## src/rtl/shift_sweep_pkg.sv

```systemverilog
// Shared types and constants for the shift sweep sequencer.
package shift_sweep_pkg;

  localparam int DATA_W      = 8;
  localparam int MAG_W       = $clog2(DATA_W);
  localparam int STALL_CNT_W = 16;

  typedef enum logic {
    IDLE = 1'b0,
    RUN  = 1'b1
  } state_t;

endpackage

```

## src/rtl/shift_sweep_out_reg.sv

```systemverilog
// Valid/ready result register: holds one captured shifter result with its
// magnitude and last flag, and reports when it can take a new one.
module shift_sweep_out_reg
  import shift_sweep_pkg::*;
#(
  parameter int DW = DATA_W,
  parameter int MW = MAG_W
) (
  input  logic          clk,
  input  logic          rst_n,
  input  logic          load,
  input  logic [DW-1:0] ld_data,
  input  logic [MW-1:0] ld_mag,
  input  logic          ld_last,
  input  logic          res_ready,
  output logic          slot_free,
  output logic          res_valid,
  output logic [DW-1:0] res_data,
  output logic [MW-1:0] res_mag,
  output logic          res_last
);

  // Slot is free when empty or when the held result leaves this cycle.
  assign slot_free = !res_valid || res_ready;

  // Capture on load; otherwise drain valid on consumer accept, payload holds.
  always_ff @(posedge clk or negedge rst_n) begin
    if (!rst_n) begin
      res_valid <= 1'b0;
      res_data  <= '0;
      res_mag   <= '0;
      res_last  <= 1'b0;
    end else if (load) begin
      res_valid <= 1'b1;
      res_data  <= ld_data;
      res_mag   <= ld_mag;
      res_last  <= ld_last;
    end else if (res_ready) begin
      res_valid <= 1'b0;
    end
  end

endmodule

```

## src/rtl/shift_sweep_ctrl.sv

```systemverilog
// Sweep command sequencer for an external combinational barrel shifter.
// Drives one shift magnitude per cycle and captures each shifter result.
// Optional macro SHIFT_SWEEP_STALL_CNT_EN adds a saturating count of
// cycles a result sat unaccepted (res_valid && !res_ready).
module shift_sweep_ctrl
  import shift_sweep_pkg::*;
(
  input  logic              clk,
  input  logic              rst_n,
  input  logic              cmd_valid,
  output logic              cmd_ready,
  input  logic [DATA_W-1:0] cmd_data,
  input  logic [MAG_W-1:0]  cmd_start,
  input  logic [MAG_W-1:0]  cmd_count,
  output logic [DATA_W-1:0] shft_data_in,
  output logic [MAG_W-1:0]  shft_mag,
  input  logic [DATA_W-1:0] shft_data_out,
  output logic              res_valid,
  input  logic              res_ready,
  output logic [DATA_W-1:0] res_data,
  output logic [MAG_W-1:0]  res_mag,
  output logic              res_last
`ifdef SHIFT_SWEEP_STALL_CNT_EN
  ,
  output logic [STALL_CNT_W-1:0] stall_cnt
`endif
);

  state_t           state;
  logic [MAG_W-1:0] step;
  logic [MAG_W-1:0] count;
  logic             slot_free;
  logic             load;
  logic             at_last;

  assign cmd_ready = (state == IDLE);
  assign at_last   = (step == count);
  assign load      = (state == RUN) && slot_free;

  // Sweep FSM: latch the command, then advance magnitude on each capture.
  // Magnitude wraps naturally at 2^MAG_W.
  always_ff @(posedge clk or negedge rst_n) begin
    if (!rst_n) begin
      state        <= IDLE;
      step         <= '0;
      count        <= '0;
      shft_data_in <= '0;
      shft_mag     <= '0;
    end else begin
      case (state)
        IDLE: begin
          if (cmd_valid) begin
            shft_data_in <= cmd_data;
            shft_mag     <= cmd_start;
            step         <= '0;
            count        <= cmd_count;
            state        <= RUN;
          end
        end
        RUN: begin
          if (slot_free) begin
            if (at_last) begin
              state <= IDLE;
            end else begin
              step     <= step + 1'b1;
              shft_mag <= shft_mag + 1'b1;
            end
          end
        end
        default: state <= IDLE;
      endcase
    end
  end

  shift_sweep_out_reg #(.DW(DATA_W), .MW(MAG_W)) u_out_reg (
    .clk       (clk),
    .rst_n     (rst_n),
    .load      (load),
    .ld_data   (shft_data_out),
    .ld_mag    (shft_mag),
    .ld_last   (at_last),
    .res_ready (res_ready),
    .slot_free (slot_free),
    .res_valid (res_valid),
    .res_data  (res_data),
    .res_mag   (res_mag),
    .res_last  (res_last)
  );

`ifdef SHIFT_SWEEP_STALL_CNT_EN
  // Count backpressured cycles, sticking at all-ones.
  always_ff @(posedge clk or negedge rst_n) begin
    if (!rst_n) begin
      stall_cnt <= '0;
    end else if (res_valid && !res_ready && (stall_cnt != '1)) begin
      stall_cnt <= stall_cnt + 1'b1;
    end
  end
`endif

endmodule

```

## config.mk

```make
export PLATFORM = sky130hd
export DESIGN_NAME = shift_sweep_ctrl
export DESIGN_NICKNAME = d
export VERILOG_FILES = /design/src/rtl/shift_sweep_pkg.sv /design/src/rtl/shift_sweep_out_reg.sv /design/src/rtl/shift_sweep_ctrl.sv
export SDC_FILE = /design/constraint.sdc
export NUM_CORES = 1
export LEC_CHECK = 0
export CAP_MARGIN = 20
export CORE_MARGIN = 10
export CORE_UTILIZATION = 35
export DETAILED_ROUTE_END_ITERATION = 8
export GPL_ROUTABILITY_DRIVEN = 0
export PLACE_DENSITY = 0.67
export SLEW_MARGIN = 20
export SYNTH_ARGS = -nofsm -noshare
export SYNTH_HDL_FRONTEND = slang
export SYNTH_SLANG_ARGS = --single-unit
```

## constraint.sdc

```tcl
create_clock -name clk -period 2.8 [get_ports clk]
set_input_delay 0.84 -clock clk [delete_from_list [all_inputs] [get_ports clk]]
set_output_delay 0.84 -clock clk [all_outputs]
set_load 0.01 [all_outputs]
```

==> results of run 1 <==
per-stage QoR:
stage | instances | hold WS [ps] | worst slack, ps
after floorplan | 115 | 466.5 | 840.2
after global placement | 213 | 459.1 | 331.6
after detailed placement | 213 | 462.1 | 306.1
after CTS | 221 | 477.1 | 518.7
after global routing | 221 | 496.3 | 485.1
final | 221 | 471.8 | 545.0
registers in the layout, indices dropped and copies added, names as in the netlist:
signal	flops
u_out_reg.res_mag	3
u_out_reg.res_valid	1
u_out_reg.res_data	8
step	3
state	1
count	3
shft_mag	3
shft_data_in	8
u_out_reg.res_last	1
routing by layer:
layer	track usage (%)	share of wire [%]	wire (um)	vias up
met2	17.28	49	1534	32
li1	-	-	-	486
met4	5.709	2.2	68	0
met5	0	0	0	-
met3	4.857	10	322	5
met1	10.43	38	1182	469
final timing paths:
| check | startpoint | cells after the start | slack [ps] | endpoint |
|---|---|---|---|---|
| setup / recovery | state | 2 | 540 | cmd_ready |
| hold / removal | shft_data_in[4] | 2 | 470 | shft_data_in[4] |
| setup reg to reg | step[1] | 4 | 1250 | shft_mag[1] |
| hold reg to reg | shft_data_in[4] | 2 | 470 | shft_data_in[4] |
| max in group asynchronous | rst_n | 2 | 1560 | u_out_reg.res_data[4] |
| min in group asynchronous | rst_n | 2 | 960 | state |
layout by cell type (no fill, tap or decap), drive strengths merged:
| cell type | instances |
|---|---|
| and2b | 1 |
| dfrtp | 31 |
| mux2i | 3 |
| a311o | 1 |
| nand3 | 3 |
| clkdlybuf4s50 | 50 |
| a21oi | 1 |
| clkbuf | 8 |
| buf | 3 |
| ha | 2 |
| nand2 | 38 |
| o21ai | 3 |
| a21o | 2 |
| nand2b | 1 |
| nor2 | 4 |
| inv | 3 |
| nor2b | 1 |
| nor3b | 1 |
| xnor2 | 4 |
| mux2 | 13 |
report_power, final:
group          switching [mW]  internal [mW]  total [mW]
clock network           0.154          0.224       0.378
logic                   0.374          0.546       0.920
registers               0.130          0.646       0.776
total                   0.658           1.42        2.07
layout make-up:
| type | count | area (um^2) | share of cell area, % |
|---|---|---|---|
| flip-flops and latches | 31 | 775.7 | 39.39 |
| repair buffers | 53 | 523.0 | 26.56 |
| multi-input cells | 78 | 499.2 | 25.35 |
| clock buffers | 8 | 100.1 | 5.083 |
| well taps | 48 | 60.06 | 3.050 |
| inverters | 3 | 11.26 | 0.5718 |
critical path, stage by stage, from the launching register on:
cell	delay, ps
dfrtp_1	460
inv_2	130
clkdlybuf4s50_1	540
logic make-up after synthesis:
| group | count (synthesis) |
|---|---|
| AO/OA/AOI/OAI | 7 |
| XOR/XNOR | 4 |
| adder cells (fa/ha/maj) | 2 |
| buffers and inverters | 6 |
| flip-flops | 31 |
| multiplexers | 16 |
| AND/OR/NAND/NOR | 49 |
==> metrics.txt, run 1 <==
# TYPE chip_impl_metric gauge
chip_impl_info{name="outcome",value="complete, no violations"} 1
chip_impl_info{name="combinational_family_with_the_most_area_after_synthesis",value="simple AND/OR/NAND/NOR gates"} 1
chip_impl_info{name="worstSetupEndpointType",value="output port"} 1
chip_impl_metric{name="floorplan.io_pins",unit=""} 51
chip_impl_metric{name="leakage",unit="nW"} 0.8979
chip_impl_metric{name="number_of_standard_cells_after_synthesis",unit=""} 115
chip_impl_metric{name="mappedNetlistNets",unit=""} 143
chip_impl_metric{name="post-route-cell-area",unit="mm^2"} 0.001969
chip_impl_metric{name="skew",unit="ps"} 2.902
chip_impl_metric{name="vias_per_cell",unit=""} 4.489
chip_impl_metric{name="core-area",unit="mm^2"} 0.003633
chip_impl_metric{name="critPathArrivalTime",unit="ps"} 1420
chip_impl_metric{name="leftover_overflow_at_the_end_of_global_routing",unit=""} 0
chip_impl_metric{name="drt.antenna.violating_nets",unit=""} 0
chip_impl_metric{name="nets",unit=""} 200
chip_impl_metric{name="drt_iter0_drc",unit=""} 22
chip_impl_metric{name="insertion_delay",unit="ps"} 280
chip_impl_metric{name="synth.yosys.warnings",unit=""} 0
chip_impl_metric{name="xor_xnor_cell_area_share_of_the_yosys_netlist",unit="%"} 2.695
chip_impl_metric{name="wire_per_inst",unit="um"} 14.05
chip_impl_metric{name="fin_crit_sh",unit="%"} 80.54
chip_impl_metric{name="route.detailed.drc",unit=""} 0
chip_impl_metric{name="antennaDiodeCount",unit=""} 0
chip_impl_metric{name="synth_sequential_area_ratio",unit="%"} 59.67
chip_impl_info{name="worst-setup-path-type",value="reg2out"} 1
chip_impl_metric{name="cts_repair_resize_count",unit=""} 0
chip_impl_metric{name="wire_length_of_the_first_global_routing_pass",unit="um"} 5140
chip_impl_metric{name="antenna_found_initial",unit=""} 0
chip_impl_metric{name="drive_gt1_share",unit="%"} 15.61
chip_impl_metric{name="pwr_density_cell",unit="mW/mm^2"} 1053
chip_impl_metric{name="sum_of_net_half_perimeters_after_detailed_placement",unit="um"} 2465
chip_impl_metric{name="area_of_the_die",unit="mm^2"} 0.006552
chip_impl_metric{name="cts.sink_count",unit=""} 31
chip_impl_info{name="synthMostInstantiatedCell",value="nand2_1"} 1
chip_impl_info{name="ys_top_cells_by_area",value="dfrtp_1 60%, nand2_1 11%, mux2_2 9.5%"} 1
chip_impl_metric{name="report.power.total",unit="mW"} 2.074
chip_impl_metric{name="max_clock_freq",unit="GHz"} 0.4435
chip_impl_metric{name="placement.cell_area",unit="mm^2"} 0.001869
chip_impl_metric{name="fillers",unit=""} 339
chip_impl_info{name="cts_root_buffer",value="clkbuf_8"} 1
chip_impl_metric{name="worst_slew_pin_tran",unit="ps"} 534.9
chip_impl_metric{name="hold_viol_final",unit=""} 0
chip_impl_metric{name="ir_worst_vdd",unit="mV"} 0.5045
chip_impl_metric{name="height_of_the_die",unit="um"} 80.95
chip_impl_metric{name="crit_required",unit="ps"} 1960
chip_impl_metric{name="synth-compound-area-share",unit="%"} 3.561
chip_impl_metric{name="first_global_vias",unit=""} 1075
chip_impl_metric{name="portBuffers",unit=""} 50
chip_impl_metric{name="routed-via-count",unit=""} 992
chip_impl_metric{name="route.final.wire_length",unit="um"} 3106
chip_impl_metric{name="post_synth.cell_area_avg",unit="um^2"} 11.30
chip_impl_metric{name="synth-adder-area-share",unit="%"} 1.925
chip_impl_metric{name="fin_crit",unit="ps"} 2255
chip_impl_metric{name="largest_fanout_on_the_critical_path",unit=""} 7
chip_impl_metric{name="synthesis.area",unit="mm^2"} 0.001300
chip_impl_metric{name="cts.reportedPaths.clkPinSlew",unit="ps"} 60
chip_impl_info{name="tritoncts",value="done"} 1
chip_impl_info{name="grt_setup_unrepaired",value="no"} 1
chip_impl_metric{name="initial_standard_cell_utilization_of_the_core",unit="%"} 35.78
chip_impl_metric{name="slew_headroom",unit="%"} 64.25
chip_impl_metric{name="grt.total_usage",unit="%"} 10.31
chip_impl_info{name="synth.top_cells.by_count",value="37 x nand2_1, 31 x dfrtp_1, 11 x mux2_2"} 1
chip_impl_metric{name="timing_max_transition_violations_final",unit=""} 0
chip_impl_metric{name="setup_viol",unit=""} 0
chip_impl_metric{name="htreeDepth",unit=""} 2
chip_impl_metric{name="cts_hold_buffers",unit=""} 0
chip_impl_metric{name="yosys.cell_types.count",unit=""} 22
chip_impl_metric{name="first_pass_iters",unit=""} 4
chip_impl_metric{name="yosys-mux-area-fraction",unit="%"} 14.15
chip_impl_metric{name="grt_start_max_net_pins",unit=""} 32
chip_impl_metric{name="area.growth.synth_to_final",unit="%"} 51.49
chip_impl_metric{name="clock_tree.buffer_depth",unit=""} 2
chip_impl_info{name="postSynth.topFlopCell",value="dfrtp_1"} 1
chip_impl_info{name="min-delay-path-class",value="reg2reg"} 1
chip_impl_metric{name="synth_enable_flop_cells",unit=""} 0
chip_impl_metric{name="setup_tns",unit="ps"} 0
chip_impl_metric{name="synth-simple-area-share",unit="%"} 16.07
chip_impl_metric{name="number_of_synthesized_register_bits",unit=""} 31
chip_impl_metric{name="maxCapViolations",unit=""} 0
chip_impl_info{name="critical_path.startpoint_type",value="flip-flop"} 1
chip_impl_metric{name="chipWidth",unit="um"} 80.95
chip_impl_info{name="synth_top_cell_by_area",value="dfrtp_1"} 1
chip_impl_metric{name="ys_async_sr_fraction",unit="%"} 100.0
chip_impl_metric{name="cts_made_buffers",unit=""} 5
chip_impl_metric{name="final_util",unit="%"} 54.20
chip_impl_metric{name="num_rows",unit=""} 22
chip_impl_metric{name="yosys.area.top_type_share",unit="%"} 59.67
chip_impl_metric{name="post_cts_setup_buffer_count",unit=""} 0
No activity file was read; power rests on OpenSTA's default activity.
==> run 2, diff against run 1 <==
PLACE_DENSITY = 0.69   (was 0.67)
clock period = 1.9 ns   (was 2.8 ns; I/O delays follow)
==> metrics.txt, run 2 (synthesized netlist as in run 1, its figures left out) <==
# TYPE chip_impl_metric gauge
chip_impl_metric{name="grt.total_usage",unit="%"} 10.26
chip_impl_metric{name="clock_tree.buffer_depth",unit=""} 2
chip_impl_metric{name="pwr_density_cell",unit="mW/mm^2"} 1547
chip_impl_metric{name="multiInputGateArea",unit="um^2"} 504.2
chip_impl_metric{name="critPathArrivalTime",unit="ps"} 1990
chip_impl_metric{name="leakage",unit="nW"} 0.9225
chip_impl_metric{name="timing_max_transition_violations_final",unit=""} 0
chip_impl_metric{name="num_rows",unit=""} 22
chip_impl_metric{name="seqCellArea",unit="um^2"} 775.7
chip_impl_metric{name="height_of_the_die",unit="um"} 80.95
chip_impl_metric{name="worstPathBufferInverterCount",unit=""} 1
chip_impl_metric{name="max_clock_freq",unit="GHz"} 0.5460
chip_impl_metric{name="whs",unit="ps"} 479.3
chip_impl_metric{name="report.power.total",unit="mW"} 3.098
chip_impl_metric{name="nets",unit=""} 204
chip_impl_metric{name="wire_length_of_the_first_global_routing_pass",unit="um"} 5175
chip_impl_metric{name="setup_viol",unit=""} 0
chip_impl_metric{name="largest_fanout_on_the_critical_path",unit=""} 3
chip_impl_info{name="worstSetupEndpointType",value="flip-flop"} 1
chip_impl_metric{name="drive_gt1_share",unit="%"} 18.18
chip_impl_info{name="cts_root_buffer",value="clkbuf_8"} 1
chip_impl_metric{name="insertion_delay",unit="ps"} 280
chip_impl_info{name="outcome",value="complete, no violations"} 1
chip_impl_metric{name="first_pass_iters",unit=""} 2
chip_impl_metric{name="floorplan.io_pins",unit=""} 51
chip_impl_metric{name="portBuffers",unit=""} 50
chip_impl_metric{name="leftover_overflow_at_the_end_of_global_routing",unit=""} 0
chip_impl_metric{name="route.detailed.drc",unit=""} 0
chip_impl_metric{name="grt_start_max_net_pins",unit=""} 32
chip_impl_metric{name="maxCapViolations",unit=""} 0
chip_impl_metric{name="fillers",unit=""} 331
chip_impl_info{name="biggestRegsByFlops",value="shft_data_in: 8 flops, u_out_reg.res_data: 8 flops"} 1
chip_impl_metric{name="antennaDiodeCount",unit=""} 0
chip_impl_info{name="layout.cells.most_common_list",value="49 x clkdlybuf4s50_1, 37 x nand2_1, 31 x dfrtp_1, 11 x mux2_2"} 1
chip_impl_metric{name="htreeDepth",unit=""} 2
chip_impl_metric{name="ir_worst_vdd",unit="mV"} 0.6941
chip_impl_info{name="tritoncts",value="done"} 1
chip_impl_metric{name="fin_crit",unit="ps"} 1831
chip_impl_metric{name="drt.antenna.violating_nets",unit=""} 0
chip_impl_metric{name="setup.reg_to_reg.worst_slack",unit="ps"} 340
chip_impl_metric{name="final_critical_path_setup_slack",unit="ps"} 68.57
chip_impl_metric{name="area_of_the_die",unit="mm^2"} 0.006552
chip_impl_metric{name="cts.sink_count",unit=""} 31
chip_impl_metric{name="drt_iter0_drc",unit=""} 44
chip_impl_info{name="worst-setup-path-type",value="in2reg"} 1
chip_impl_metric{name="wire_per_inst",unit="um"} 14.15
chip_impl_metric{name="cts.reportedPaths.clkPinSlew",unit="ps"} 60
chip_impl_metric{name="crit_required",unit="ps"} 2060
chip_impl_metric{name="slew_headroom",unit="%"} 74.39
chip_impl_metric{name="antenna_found_initial",unit=""} 0
chip_impl_metric{name="skew",unit="ps"} 3.576
chip_impl_metric{name="vias_per_cell",unit=""} 4.540
chip_impl_metric{name="area.growth.synth_to_final",unit="%"} 54.09
chip_impl_metric{name="pre_cts_ws",unit="ps"} -273.9
chip_impl_info{name="min-delay-path-class",value="reg2reg"} 1
chip_impl_metric{name="hold_viol_final",unit=""} 0
chip_impl_metric{name="final_util",unit="%"} 55.13
chip_impl_metric{name="chipWidth",unit="um"} 80.95
chip_impl_metric{name="routed-via-count",unit=""} 1017
chip_impl_info{name="chain_of_cells_forming_the_critical_path",value="clkdlybuf4s50_1 > and2b_2 > a311o_2 > nand2_4 > mux2_4"} 1
chip_impl_metric{name="cts_made_buffers",unit=""} 5
chip_impl_metric{name="critical-path-max-stage-delay",unit="ps"} 460
chip_impl_metric{name="route.final.wire_length",unit="um"} 3169
chip_impl_metric{name="worst_slew_pin_tran",unit="ps"} 384.1
chip_impl_metric{name="post_cts_setup_buffer_count",unit=""} 0
chip_impl_metric{name="fin_crit_sh",unit="%"} 96.39
chip_impl_metric{name="cts_hold_buffers",unit=""} 0
chip_impl_metric{name="sum_of_net_half_perimeters_after_detailed_placement",unit="um"} 2487
chip_impl_info{name="grt_setup_unrepaired",value="no"} 1
chip_impl_metric{name="first_global_vias",unit=""} 1115
chip_impl_info{name="critical_path.slowest_cell",value="clkdlybuf4s50_1"} 1
chip_impl_metric{name="initial_standard_cell_utilization_of_the_core",unit="%"} 35.78
chip_impl_info{name="commonest_non_fill_non_tap_cell_in_the_layout",value="clkdlybuf4s50_1"} 1
chip_impl_info{name="cp_top_family",value="buffers and inverters"} 1
chip_impl_metric{name="core-area",unit="mm^2"} 0.003633
chip_impl_info{name="critical_path.startpoint_type",value="input port"} 1
run 2: changes by cell type in the layout (fill, tap and decap cells not counted), sizes merged:
cell	previous run	this run
buf	3	7
clkdlybuf4s50	50	49
dlygate4sd2	0	1
clkinv	0	1
clkbuf	8	6
run 2: final timing paths:
check / from / cells after the start / endpoint
worst max-delay path: res_ready / 5 / shft_mag[2]
worst min-delay path: shft_data_in[3] / 2 / shft_data_in[3]
worst max register to register: step[1] / 4 / shft_mag[2]
worst min register to register: shft_data_in[3] / 2 / shft_data_in[3]
max in group asynchronous: rst_n / 2 / shft_data_in[3]
min in group asynchronous: rst_n / 2 / shft_data_in[2]
run 2: metal layers:
layer  routed length [um]  GRT usage [%]  part of all wire [%]  vias to the layer above
met5                    0              0                     0                        -
met4                   83          7.266                   2.6                        0
met3                  349          4.305                    11                        7
met2                 1425          16.32                    45                       43
met1                 1311          10.81                    41                      473
li1                     -              -                     -                      494
run 2: area by class of cell:
class	count	share of cell area, %
sequential	31	38.73
clock buffer	6	4.122
clock inverter	1	0.2498
timing repair buffer	57	28.17
multi-input combinational	78	25.17
tap	48	2.998
inverter	3	0.5621
run 2: worst register-to-register path: stages (launching register included):
cell and delay, ps:
dfrtp_1 420, xnor2_1 170, a311o_2 450, nand2_4 100
mux2_4 290
run 2: what timing repair did:
item / CTS / global route
endpoints found under the setup margin: 1 / 3
resized for setup: 1 / 1
pin swaps: 0 / 1
run 2: stage by stage:
stage / setup TNS [ps] / std cells / instance area [um^2]
after global routing: 0 / 224 / 2003
final: 0 / 224 / 2003
after floorplan: 0 / 115 / 1300
after CTS: 0 / 224 / 1998
after detailed placement: -1362 / 217 / 1912
after global placement: -1244 / 217 / 1912
run 2: power breakdown:
part | switching [mW] | total, mW | internal (mW)
combinational | 0.590 | 1.45 | 0.861
sequential | 0.191 | 1.14 | 0.952
clock | 0.220 | 0.503 | 0.283
total | 1.00 | 3.10 | 2.10
==> run 3, diff against run 2 <==
RECOVER_POWER = 50   (was not set)
==> metrics.txt, run 3 (synthesized netlist as in run 1, its figures left out) <==
# TYPE chip_impl_metric gauge
chip_impl_info{name="outcome",value="complete, no violations"} 1
chip_impl_metric{name="first_global_vias",unit=""} 1115
chip_impl_metric{name="cts.sink_count",unit=""} 31
chip_impl_metric{name="worst_slew_pin_tran",unit="ps"} 752.7
chip_impl_metric{name="area_of_the_die",unit="mm^2"} 0.006552
chip_impl_metric{name="critPathArrivalTime",unit="ps"} 1990
chip_impl_metric{name="fin_crit",unit="ps"} 1831
chip_impl_metric{name="slew_headroom",unit="%"} 49.82
chip_impl_metric{name="drive_gt1_share",unit="%"} 17.61
chip_impl_metric{name="leftover_overflow_at_the_end_of_global_routing",unit=""} 0
chip_impl_metric{name="clock_tree.buffer_depth",unit=""} 2
chip_impl_metric{name="sum_of_net_half_perimeters_after_detailed_placement",unit="um"} 2487
chip_impl_metric{name="antenna_found_initial",unit=""} 0
chip_impl_metric{name="drt.antenna.violating_nets",unit=""} 0
chip_impl_info{name="critical_path.startpoint_type",value="input port"} 1
chip_impl_metric{name="routed-via-count",unit=""} 1017
chip_impl_metric{name="area.growth.synth_to_final",unit="%"} 53.61
chip_impl_metric{name="nets",unit=""} 204
chip_impl_info{name="min-delay-path-class",value="reg2reg"} 1
chip_impl_metric{name="fin_crit_sh",unit="%"} 96.39
chip_impl_info{name="commonest_non_fill_non_tap_cell_in_the_layout",value="clkdlybuf4s50_1"} 1
chip_impl_metric{name="final_critical_path_setup_slack",unit="ps"} 68.50
chip_impl_info{name="grt_setup_unrepaired",value="no"} 1
chip_impl_metric{name="largest_fanout_on_the_critical_path",unit=""} 3
chip_impl_metric{name="portBuffers",unit=""} 50
chip_impl_metric{name="leakage",unit="nW"} 0.9182
chip_impl_metric{name="wire_length_of_the_first_global_routing_pass",unit="um"} 5175
chip_impl_info{name="tritoncts",value="done"} 1
chip_impl_metric{name="ir_worst_vdd",unit="mV"} 0.6940
chip_impl_metric{name="floorplan.io_pins",unit=""} 51
chip_impl_info{name="worst-setup-path-type",value="in2reg"} 1
chip_impl_metric{name="vias_per_cell",unit=""} 4.540
chip_impl_metric{name="cts_made_buffers",unit=""} 5
chip_impl_metric{name="chipWidth",unit="um"} 80.95
chip_impl_metric{name="crit_required",unit="ps"} 2060
chip_impl_info{name="cts_root_buffer",value="clkbuf_8"} 1
chip_impl_metric{name="cts.reportedPaths.clkPinSlew",unit="ps"} 60
chip_impl_metric{name="max_clock_freq",unit="GHz"} 0.5460
chip_impl_metric{name="maxCapViolations",unit=""} 0
chip_impl_metric{name="pwr_density_cell",unit="mW/mm^2"} 1549
chip_impl_metric{name="insertion_delay",unit="ps"} 280
chip_impl_metric{name="dpl.cell_count",unit=""} 217
chip_impl_metric{name="antennaDiodeCount",unit=""} 0
chip_impl_metric{name="timing_max_transition_violations_final",unit=""} 0
chip_impl_metric{name="instances_no_fill",unit=""} 224
chip_impl_metric{name="num_rows",unit=""} 22
chip_impl_metric{name="first_pass_iters",unit=""} 2
chip_impl_metric{name="grt_start_max_net_pins",unit=""} 32
chip_impl_metric{name="route.detailed.drc",unit=""} 0
chip_impl_metric{name="cts_hold_buffers",unit=""} 0
chip_impl_info{name="biggestRegsByFlops",value="shft_data_in: 8 flops, u_out_reg.res_data: 8 flops"} 1
chip_impl_metric{name="grt.total_usage",unit="%"} 10.26
chip_impl_metric{name="height_of_the_die",unit="um"} 80.95
chip_impl_metric{name="post_cts_setup_buffer_count",unit=""} 0
chip_impl_metric{name="core-area",unit="mm^2"} 0.003633
chip_impl_metric{name="route.final.wire_length",unit="um"} 3166
chip_impl_info{name="worstSetupEndpointType",value="flip-flop"} 1
chip_impl_metric{name="report.power.total",unit="mW"} 3.093
chip_impl_metric{name="setup_tns",unit="ps"} 0
chip_impl_metric{name="setup_viol",unit=""} 0
chip_impl_metric{name="drt_iter0_drc",unit=""} 44
chip_impl_info{name="layout.cells.most_common_list",value="47 x clkdlybuf4s50_1, 37 x nand2_1, 31 x dfrtp_1, 11 x mux2_2, 6 x clkbuf_8"} 1
chip_impl_metric{name="hold_viol_final",unit=""} 0
chip_impl_metric{name="htreeDepth",unit=""} 2
chip_impl_metric{name="skew",unit="ps"} 3.576
chip_impl_metric{name="fillers",unit=""} 334
chip_impl_metric{name="wire_per_inst",unit="um"} 14.13
chip_impl_metric{name="pre_cts_ws",unit="ps"} -273.9
chip_impl_metric{name="initial_standard_cell_utilization_of_the_core",unit="%"} 35.78
-- run 3: changes by cell type in the layout (fill, tap and decap cells not counted), sizes merged --
cell	before	now
dlygate4sd3	0	2
buf	7	5
clkdlybuf4s50	49	47
clkbuf	6	8
-- run 3: cell type report --
type | instances | area, um^2 | area share [%]
clock buffers | 6 | 82.58 | 4.135
well taps | 48 | 60.06 | 3.008
flip-flops and latches | 31 | 775.7 | 38.85
repair buffers | 57 | 558.0 | 27.94
clock inverters | 1 | 5.005 | 0.2506
multi-input cells | 78 | 504.2 | 25.25
inverters | 3 | 11.26 | 0.5639
-- run 3: final timing paths --
kind	slack, ps	cells after the start	start	end
worst max-delay path	70	5	res_ready	shft_mag[2]
worst min-delay path	480	2	shft_data_in[3]	shft_data_in[3]
worst max register to register	340	4	step[1]	shft_mag[2]
worst min register to register	480	2	shft_data_in[3]	shft_data_in[3]
max in group asynchronous	530	2	rst_n	u_out_reg.res_data[0]
min in group asynchronous	900	2	rst_n	shft_data_in[2]
-- run 3: through the flow --
stage | area (um^2) | utilization (%) | hold slack [ps]
4_1_cts | 1998 | 54.99 | 482.2
3_3_place_gp | 1912 | 52.62 | 459.1
3_5_place_dp | 1912 | 52.62 | 466.1
2_1_floorplan | 1300 | - | 274.4
6_report | 1997 | 54.96 | 479.3
5_1_grt | 1997 | 54.96 | 504.9
-- run 3: worst max-delay path, stage by stage --
cell	delay, ps
clkdlybuf4s50_1	460
and2b_2	210
a311o_2	360
nand2_4	100
mux2_4	290
-- run 3: layer usage --
metal | GRT usage, % | wire length, um | vias to the layer above
li1 | - | - | 494
met1 | 10.81 | 1309 | 473
met2 | 16.32 | 1423 | 43
met3 | 4.305 | 348 | 7
met4 | 7.266 | 83 | 0
met5 | 0 | 0 | -
-- run 3: repair_timing --
action / CTS / global route
gates cloned: 0 / 0
pin swaps: 0 / 1
setup endpoints to repair: 1 / 3
resized for setup: 1 / 1
-- run 3: report_power, final --
group	internal (mW)	leakage [nW]	total (mW)	switching, mW
logic	0.857	0.501	1.45	0.590
registers	0.952	0.370	1.14	0.191
clock network	0.283	0.0470	0.503	0.220
total	2.09	0.918	3.09	1.00
